$ cat config.mk
export PLATFORM = sky130hd
export DESIGN_NAME = sort_restore
export DESIGN_NICKNAME = d
export VERILOG_FILES = /design/src/rtl/sort_restore.sv
export SDC_FILE = /design/constraint.sdc
export NUM_CORES = 1
export LEC_CHECK = 0
export ABC_AREA = 1
export CAP_MARGIN = 20
export CORE_MARGIN = 3
export CORE_UTILIZATION = 52
export CTS_CLUSTER_DIAMETER = 200
export DETAILED_ROUTE_END_ITERATION = 8
export PLACE_DENSITY = 0.8
export SLEW_MARGIN = 20
export SYNTH_ARGS = -nofsm -noshare
export SYNTH_HDL_FRONTEND = slang
export SYNTH_SLANG_ARGS = --single-unit
$ cat constraint.sdc
create_clock -name clk -period 2.3 [get_ports clk]
set_input_delay 0.23 -clock clk [delete_from_list [all_inputs] [get_ports clk]]
set_output_delay 0.23 -clock clk [all_outputs]
set_load 0.01 [all_outputs]
$ cat src/rtl/sort_restore.sv
// sort_restore: inverse of the 3-input ascending sorter.
// Takes a sorted triple (s0<=s1<=s2) plus the permutation that produced it,
// rebuilds the original A/B/C order and streams it out one element per beat.
//
// Ports:
//   clk, rst               clock, synchronous active-high reset
//   in_valid/in_ready      upstream handshake
//   in_s0..in_s2           sorted elements (smallest first)
//   in_perm                {p2,p1,p0}; p_k is the original slot of s_k (0=A,1=B,2=C)
//   out_valid/out_ready    downstream handshake, one beat per element
//   out_data/out_idx       restored element and its slot
//   out_last               marks the slot-C beat
//   err_perm               one-cycle pulse: invalid permutation dropped
//   err_order              one-cycle pulse: unsorted triple dropped
//   err_cnt                saturating count of dropped transactions
//
// Optional feature: define SORT_RESTORE_ORDER_CHECK_EN to also drop
// transactions whose s values are not ascending (unsigned).
module sort_restore #(
    parameter int unsigned WIDTH     = 8,
    parameter int unsigned ERR_CNT_W = 8
) (
    input  logic                 clk,
    input  logic                 rst,
    input  logic                 in_valid,
    output logic                 in_ready,
    input  logic [WIDTH-1:0]     in_s0,
    input  logic [WIDTH-1:0]     in_s1,
    input  logic [WIDTH-1:0]     in_s2,
    input  logic [5:0]           in_perm,
    output logic                 out_valid,
    input  logic                 out_ready,
    output logic [WIDTH-1:0]     out_data,
    output logic [1:0]           out_idx,
    output logic                 out_last,
    output logic                 err_perm,
    output logic                 err_order,
    output logic [ERR_CNT_W-1:0] err_cnt
);

    typedef enum logic [1:0] {IDLE, EMIT_A, EMIT_B, EMIT_C} state_t;

    state_t               state_q, state_d;
    logic [WIDTH-1:0]     data_q [3];
    logic [WIDTH-1:0]     data_d [3];

    logic                 out_valid_d, out_last_d, err_perm_d, err_order_d;
    logic [WIDTH-1:0]     out_data_d;
    logic [1:0]           out_idx_d;
    logic [ERR_CNT_W-1:0] err_cnt_d;

    logic [1:0] p0, p1, p2;
    logic       perm_ok, order_ok, accept, keep;

    assign p0 = in_perm[1:0];
    assign p1 = in_perm[3:2];
    assign p2 = in_perm[5:4];

    // Legal permutation: every slot in range and no two elements sharing a slot.
    assign perm_ok = (p0 != 2'd3) && (p1 != 2'd3) && (p2 != 2'd3) &&
                     (p0 != p1) && (p0 != p2) && (p1 != p2);

`ifdef SORT_RESTORE_ORDER_CHECK_EN
    assign order_ok = (in_s0 <= in_s1) && (in_s1 <= in_s2);
`else
    assign order_ok = 1'b1;
`endif

    // Combinational so a new transaction can enter as the last beat leaves.
    assign in_ready = !rst && ((state_q == IDLE) || ((state_q == EMIT_C) && out_ready));
    assign accept   = in_valid && in_ready;
    assign keep     = accept && perm_ok && order_ok;

    // Next state, buffer and registered-output values.
    always_comb begin
        state_d     = state_q;
        data_d      = data_q;
        out_valid_d = 1'b0;
        out_data_d  = '0;
        out_idx_d   = 2'd0;
        out_last_d  = 1'b0;
        err_perm_d  = accept && !perm_ok;
        err_order_d = accept && !order_ok;
        err_cnt_d   = err_cnt;

        if (accept && !(perm_ok && order_ok) && (err_cnt != '1)) begin
            err_cnt_d = ERR_CNT_W'(err_cnt + 1'b1);
        end

        // Scatter sorted elements back to their original slots.
        if (keep) begin
            data_d[p0] = in_s0;
            data_d[p1] = in_s1;
            data_d[p2] = in_s2;
        end

        case (state_q)
            IDLE:    if (keep) state_d = EMIT_A;
            EMIT_A:  if (out_ready) state_d = EMIT_B;
            EMIT_B:  if (out_ready) state_d = EMIT_C;
            EMIT_C:  if (out_ready) state_d = keep ? EMIT_A : IDLE;
            default: state_d = IDLE;
        endcase

        // Outputs follow the state being entered; buffer is only rewritten on
        // accept, so a stalled beat stays stable.
        case (state_d)
            EMIT_A: begin
                out_valid_d = 1'b1;
                out_idx_d   = 2'd0;
                out_data_d  = data_d[0];
            end
            EMIT_B: begin
                out_valid_d = 1'b1;
                out_idx_d   = 2'd1;
                out_data_d  = data_d[1];
            end
            EMIT_C: begin
                out_valid_d = 1'b1;
                out_idx_d   = 2'd2;
                out_data_d  = data_d[2];
                out_last_d  = 1'b1;
            end
            default: ;
        endcase
    end

    // State, buffer and output registers.
    always_ff @(posedge clk) begin
        if (rst) begin
            state_q   <= IDLE;
            data_q    <= '{default: '0};
            out_valid <= 1'b0;
            out_data  <= '0;
            out_idx   <= 2'd0;
            out_last  <= 1'b0;
            err_perm  <= 1'b0;
            err_order <= 1'b0;
            err_cnt   <= '0;
        end else begin
            state_q   <= state_d;
            data_q    <= data_d;
            out_valid <= out_valid_d;
            out_data  <= out_data_d;
            out_idx   <= out_idx_d;
            out_last  <= out_last_d;
            err_perm  <= err_perm_d;
            err_order <= err_order_d;
            err_cnt   <= err_cnt_d;
        end
    end

endmodule

Yosys cells after proc, flatten, opt, wreduce, memory -nomap -nowiden
Cells that the tools add are included.
W data, S select, Z words.
{"block": "word_totals", "reg_bits": 47, "inputBits": 34, "output_inout_bits": 23}
{"block": "op_classes", "addsub": 1, "magnitude_cmp": 6, "eq_ne": 13, "n_mux": 20, "n_bitwise": 3, "n_reduce_logical": 19}
{"cell": "$bwmux W24", "n": 3}
{"cell": "$demux W8 S2", "n": 3}
{"cell": "$mux W24", "n": 1}
{"cell": "$mux W8", "n": 3}
{"cell": "$pmux W8 S3", "n": 1}
{"cell": "$logic_and A1 B1 Y1", "n": 14}
{"cell": "$ge A3 B3 Y1 const B", "n": 3}
{"cell": "$lt A3 B1 Y1 const B", "n": 3}
{"cell": "$not A2 Y3", "n": 3}
{"cell": "$add A8 B1 Y8 const B", "n": 1}
{"cell": "$eq A2 B2 Y1 const B", "n": 4}
{"cell": "$mux W2", "n": 4}
{"cell": "$ne A8 B8 Y1 const B", "n": 1}
{"cell": "$pmux W2 S4", "n": 1}
{"cell": "$ne A2 B2 Y1", "n": 3}
{"cell": "$ne A2 B2 Y1 const B", "n": 3}
{"cell": "$eq A2 B1 Y1 const B", "n": 2}
{"cell": "$pmux W2 S2", "n": 1}
{"cell": "$mux W1", "n": 3}
{"cell": "$reduce_or A3 Y1", "n": 1}
{"cell": "$logic_not A1 Y1", "n": 2}
{"cell": "$logic_not A2 Y1", "n": 1}
{"cell": "$logic_or A1 B1 Y1", "n": 1}

Longest topological paths before layout
{"block": "depth", "word_depth": 13, "depth_mapped": 16}

Least setup slack after synthesis
No wires, ideal clock.
{"block": "synth_timing", "path_type": "reg2reg", "start": "reg state_q[1]", "end": "reg out_data[6]", "arrival_ns": 1.517, "required_ns": 2.190, "path_slack_ns": 0.674, "path_stages_with_launch": 14, "path_buffers": 2, "period_less_slack_ns": 1.626, "cell_sequence": "dfxtp_1 or2_1 nand2_1 nand2_1 nor2_1 nand2_2 buf_6 buf_2 nand2_1 nand2_1 nand3_1 nand3_1 nand2_1 inv_1"}
{"block": "synth_between", "elab_chain_cells": 11, "elab_cells_between_ends": 20, "classes_between": "eq/ne: 6; mux: 8; reduce/logical: 6"}
{"element": "from (decl)", "line_no": "43", "text": "state_t state_q, state_d;"}
{"element": "from (signal assigned)", "line_no": "141", "text": "state_q <= state_d;"}
{"element": "$eq A2 B2 Y1", "line_no": "70, 97"}
{"element": "$logic_and A1 B1 Y1", "line_no": "70", "text": "assign in_ready = !rst && ((state_q == IDLE) || ((state_q == EMIT_C) && out_ready));"}
{"element": "$logic_or A1 B1 Y1", "line_no": "70"}
{"element": "$logic_and A1 B1 Y1", "line_no": "70"}
{"element": "$logic_and A1 B1 Y1", "line_no": "71", "text": "assign accept = in_valid && in_ready;"}
{"element": "$logic_and A1 B1 Y1", "line_no": "72", "text": "assign keep = accept && perm_ok && order_ok;"}
{"element": "$mux W1", "line_no": "101", "text": "EMIT_C: if (out_ready) state_d = keep ? EMIT_A : IDLE;"}
{"element": "$mux W2", "line_no": "101"}
{"element": "$pmux W2 S4", "line_no": "97", "text": "case (state_q)"}
{"element": "$eq A2 B2 Y1 or $eq A2 B1 Y1 (tied branches)", "line_no": "107", "text": "case (state_d)"}
{"element": "$pmux W8 S3 (*)", "line_no": "107"}
{"element": "to (signal assigned)", "line_no": "144", "text": "out_data <= out_data_d;"}
{"element": "to (decl)", "line_no": "33", "text": "output logic [WIDTH-1:0] out_data,"}
Every way passes the cells marked *; elsewhere a longest branch is shown, timed or not.
A chain may end at the register's enable or synchronous reset.

Worst setup path after layout
{"block": "layout_timing", "start": "in in_perm[0]", "end": "reg out_data[1]"}
{"block": "layout_between", "elab_chain_cells": 12, "elab_cells_between_ends": 27, "classes_between": "order compare: 2; eq/ne: 6; mux: 11; bitwise: 1; reduce/logical: 7"}
{"element": "from (decl)", "line_no": "30", "text": "input logic [5:0] in_perm,"}
{"element": "branches (longest 11 deep; another with $ge A3 B3 Y1)"}
{"element": "$pmux W8 S3 (*)", "line_no": "107"}
Every way passes the cells marked *.

==> results.tsv <==
metric	value	unit
global-route wire length before repair	14300	um
via count	3379	
vias in the first global route	3166	
Area after DPL	3610	um2
clock slew at reported path FFs	0.09	ns
routability cong.	0.948	
CP required	2.51	ns
pin count of the biggest net entering global routing	34	
DRC	0	
Synth Flop Type	dfxtp_1	
Area Growth Syn to Fin	25.1	%
Hold WC Path Type	reg -> reg	
Slew Viols, Final	0	
final period utilization	0.861	
DRT iter0 DRCs	268	
sequential area share after synthesis	0.318	
HP Start	err_cnt[4]	
TritonRoute pass-1 iters	5	
Final Skew	0.00754	ns
Setup TNS Final	0	ns
crit-path most repeated cell	nand2_1	
CP Max Fanout	21	
Worst Path Buf+Inv	4	
Hold Fails Final Rpt	0	
Detailed Place HPWL	6750	um
Syn Std Cell Area	2960	um2
max-cap check violation count	0	
DR WL/cell	14.5	um
M1 WL	3690	um
Ant. Diodes	0	
die height	81.4	um
PD cells	454	nW/um2
fmax	505	MHz
syn nets	532	
Final Power	1.68	mW
Antenna Nets Post-Route	0	
PortBufs	55	
root buf cell	clkbuf_8	
die area	6630	um2
met3 routed WL	635	um
average cell area after synthesis	5.95	um2
Core ar.	5300	um2
setup bufs post-CTS	0	
cell with the most instances after synthesis	nand2_1	
Worst Hold Path EP	err_cnt[4]	
worst path cell trace	clkdlybuf4s50_1 > inv_2 > nand2_1 > o21ai_0 > nand2_1 > nor2_4 > nand2_2 > clkinv_2 > nand2_1 > nand2_1 > nand3_1 > nand3_1 > nand2_1 > inv_1	
I/O pin total	57	
drt total wl	9080	um
layout cell share with drive strength beyond 1	0.0773	
Rows	26	
vias per cell	5.40	
async set or reset register ratio after synthesis	0	
unrepaired setup endpoints after global routing	no	
initial core utilization	0.558	
nets	590	
critical path type	in -> reg	
Post-synth EDFFs	0	
CP Launch Type	input pin	
Reg2Reg Setup Slack	0.46	ns
Max clock buf depth	2	
antenna violations before repair	0	
Critical Path AT	2.19	ns
design area	3700	um2
post-synth top area share	0.318	
Chip Width	81.4	um
FF+latch count, synth	47	
crit end category	register	
warnings from Yosys	0	
Global Route Usage Sum	0.282	
hold path depth	2	
Setup Viol. Count Final	0	
cell taking the most area after synthesis	dfxtp_1	
leak pwr	1.75	nW
H-tree depth	2	
RR Startpoint	state_q[1]	
Top Family by Delay on Critical Path	buffers and inverters	
PostCTS Resize Cnt	0	
status	completed	
TritonCTS clock tree	done	
minimum clock period	1.98	ns
hold_buf cts	0	
R2R Path End	out_data[4]	
worst r2r path cells	12	
VDD IR max	0.370	mV
Synth area leaders	dfxtp_1 32%, nand2_1 25%, nand3_1 11%, inv_1 6.1%, a21oi_1 4.6%	
cell count after synthesis	497	
clock sinks	47	
Netlist cell types	31	
CTS Buf Count	5	
met2 wire len	4570	um
aggregate global routing overflow	0	
slowest stage delay, CP	0.56	ns
Top Layer Used	met4	
Clk Latency, worst-skew pair	0.30	ns
commonest cells in the netlist	198 x nand2_1, 64 x nand3_1, 48 x inv_1, 47 x dfxtp_1, 27 x a21oi_1	
slowest cell on the critical path	clkdlybuf4s50_1	
## registers in the layout (all words and copies together), names as in the netlist
| register | count |
|---|---|
| err_cnt | 8 |
| out_data | 8 |
| state_q | 2 |
| data_q | 24 |
| out_last | 1 |
| err_perm | 1 |
| out_valid | 1 |
| out_idx | 2 |
## cells in the final DEF (no fill, tap or decap), drive strengths merged, types with 5 or more instances in the layout
master	netlist	final
nand2	206	206
nand3	64	64
clkdlybuf4s50	0	55
inv	54	54
dfxtp	47	47
a21oi	27	27
o21ai	24	24
nor2	21	21
buf	12	16
nand4	9	9
clkbuf	8	6
o211ai	5	5
nor3	5	5
## worst max-delay path by stage
stage	startpoint	end	slack (ns)	cells after the start
6_report	in_perm[0]	out_data[1]	0.32	14
5_1_grt	in_perm[2]	out_data[1]	0.15	15
4_1_cts	in_perm[2]	out_data[1]	0.35	15
3_5_place_dp	in_perm[2]	out_data[3]	0.05	15
3_3_place_gp	in_perm[2]	out_data[2]	0.06	14
2_1_floorplan	state_q[1]	out_data[6]	0.67	13
## tightest hold or removal path, stage by stage, from the launching register on
cell and delay, ns:
dfxtp_1 0.33, inv_1 0.06, a21oi_1 0.05
## kinds of logic (layout without fill, tap and decap cells)
logic type | count (synthesis) | after routing | share of synthesized area
buffers and inverters | 76 | 135 | 0.110
flip-flops | 47 | 47 | 0.318
AND/OR/NAND/NOR | 310 | 310 | 0.454
adder cells (fa/ha/maj) | 1 | 1 | 0.00423
other | 1 | 1 | 0.00127
AO/OA/AOI/OAI | 62 | 62 | 0.113
## metal layers
layer  vias up  track usage
met1      1511        0.336
met4         0       0.0929
met3        19       0.0466
li1       1714            -
met5         -            0
met2       135        0.507
## stage by stage
step	setup slack, ns	instances	util	hold slack (ns)
final	0.320	626	0.698	0.476
after global routing	0.152	626	0.698	0.501
after CTS	0.350	626	0.698	0.470
after detailed placement	0.0470	618	0.682	0.456
after global placement	0.0628	618	0.682	0.447
after floorplan	0.674	497	-	0.390
## report_power, final
part,internal [mW],switching [mW]
clock network,0.213,0.278
logic,0.145,0.210
registers,0.826,0.00875
total,1.18,0.497
## cell type report
cell class                      instances  area, um2
Inverter                               56        211
Timing Repair Buffer                   71        683
Sequential cell                        47        941
Multi-Input combinational cell        374       1690
Tap cell                               70       87.6
Fill cell                             467       1600
Clock inverter                          2       12.5
Clock buffer                            6       72.6
Note: power is estimated with default switching activity, not from simulation.
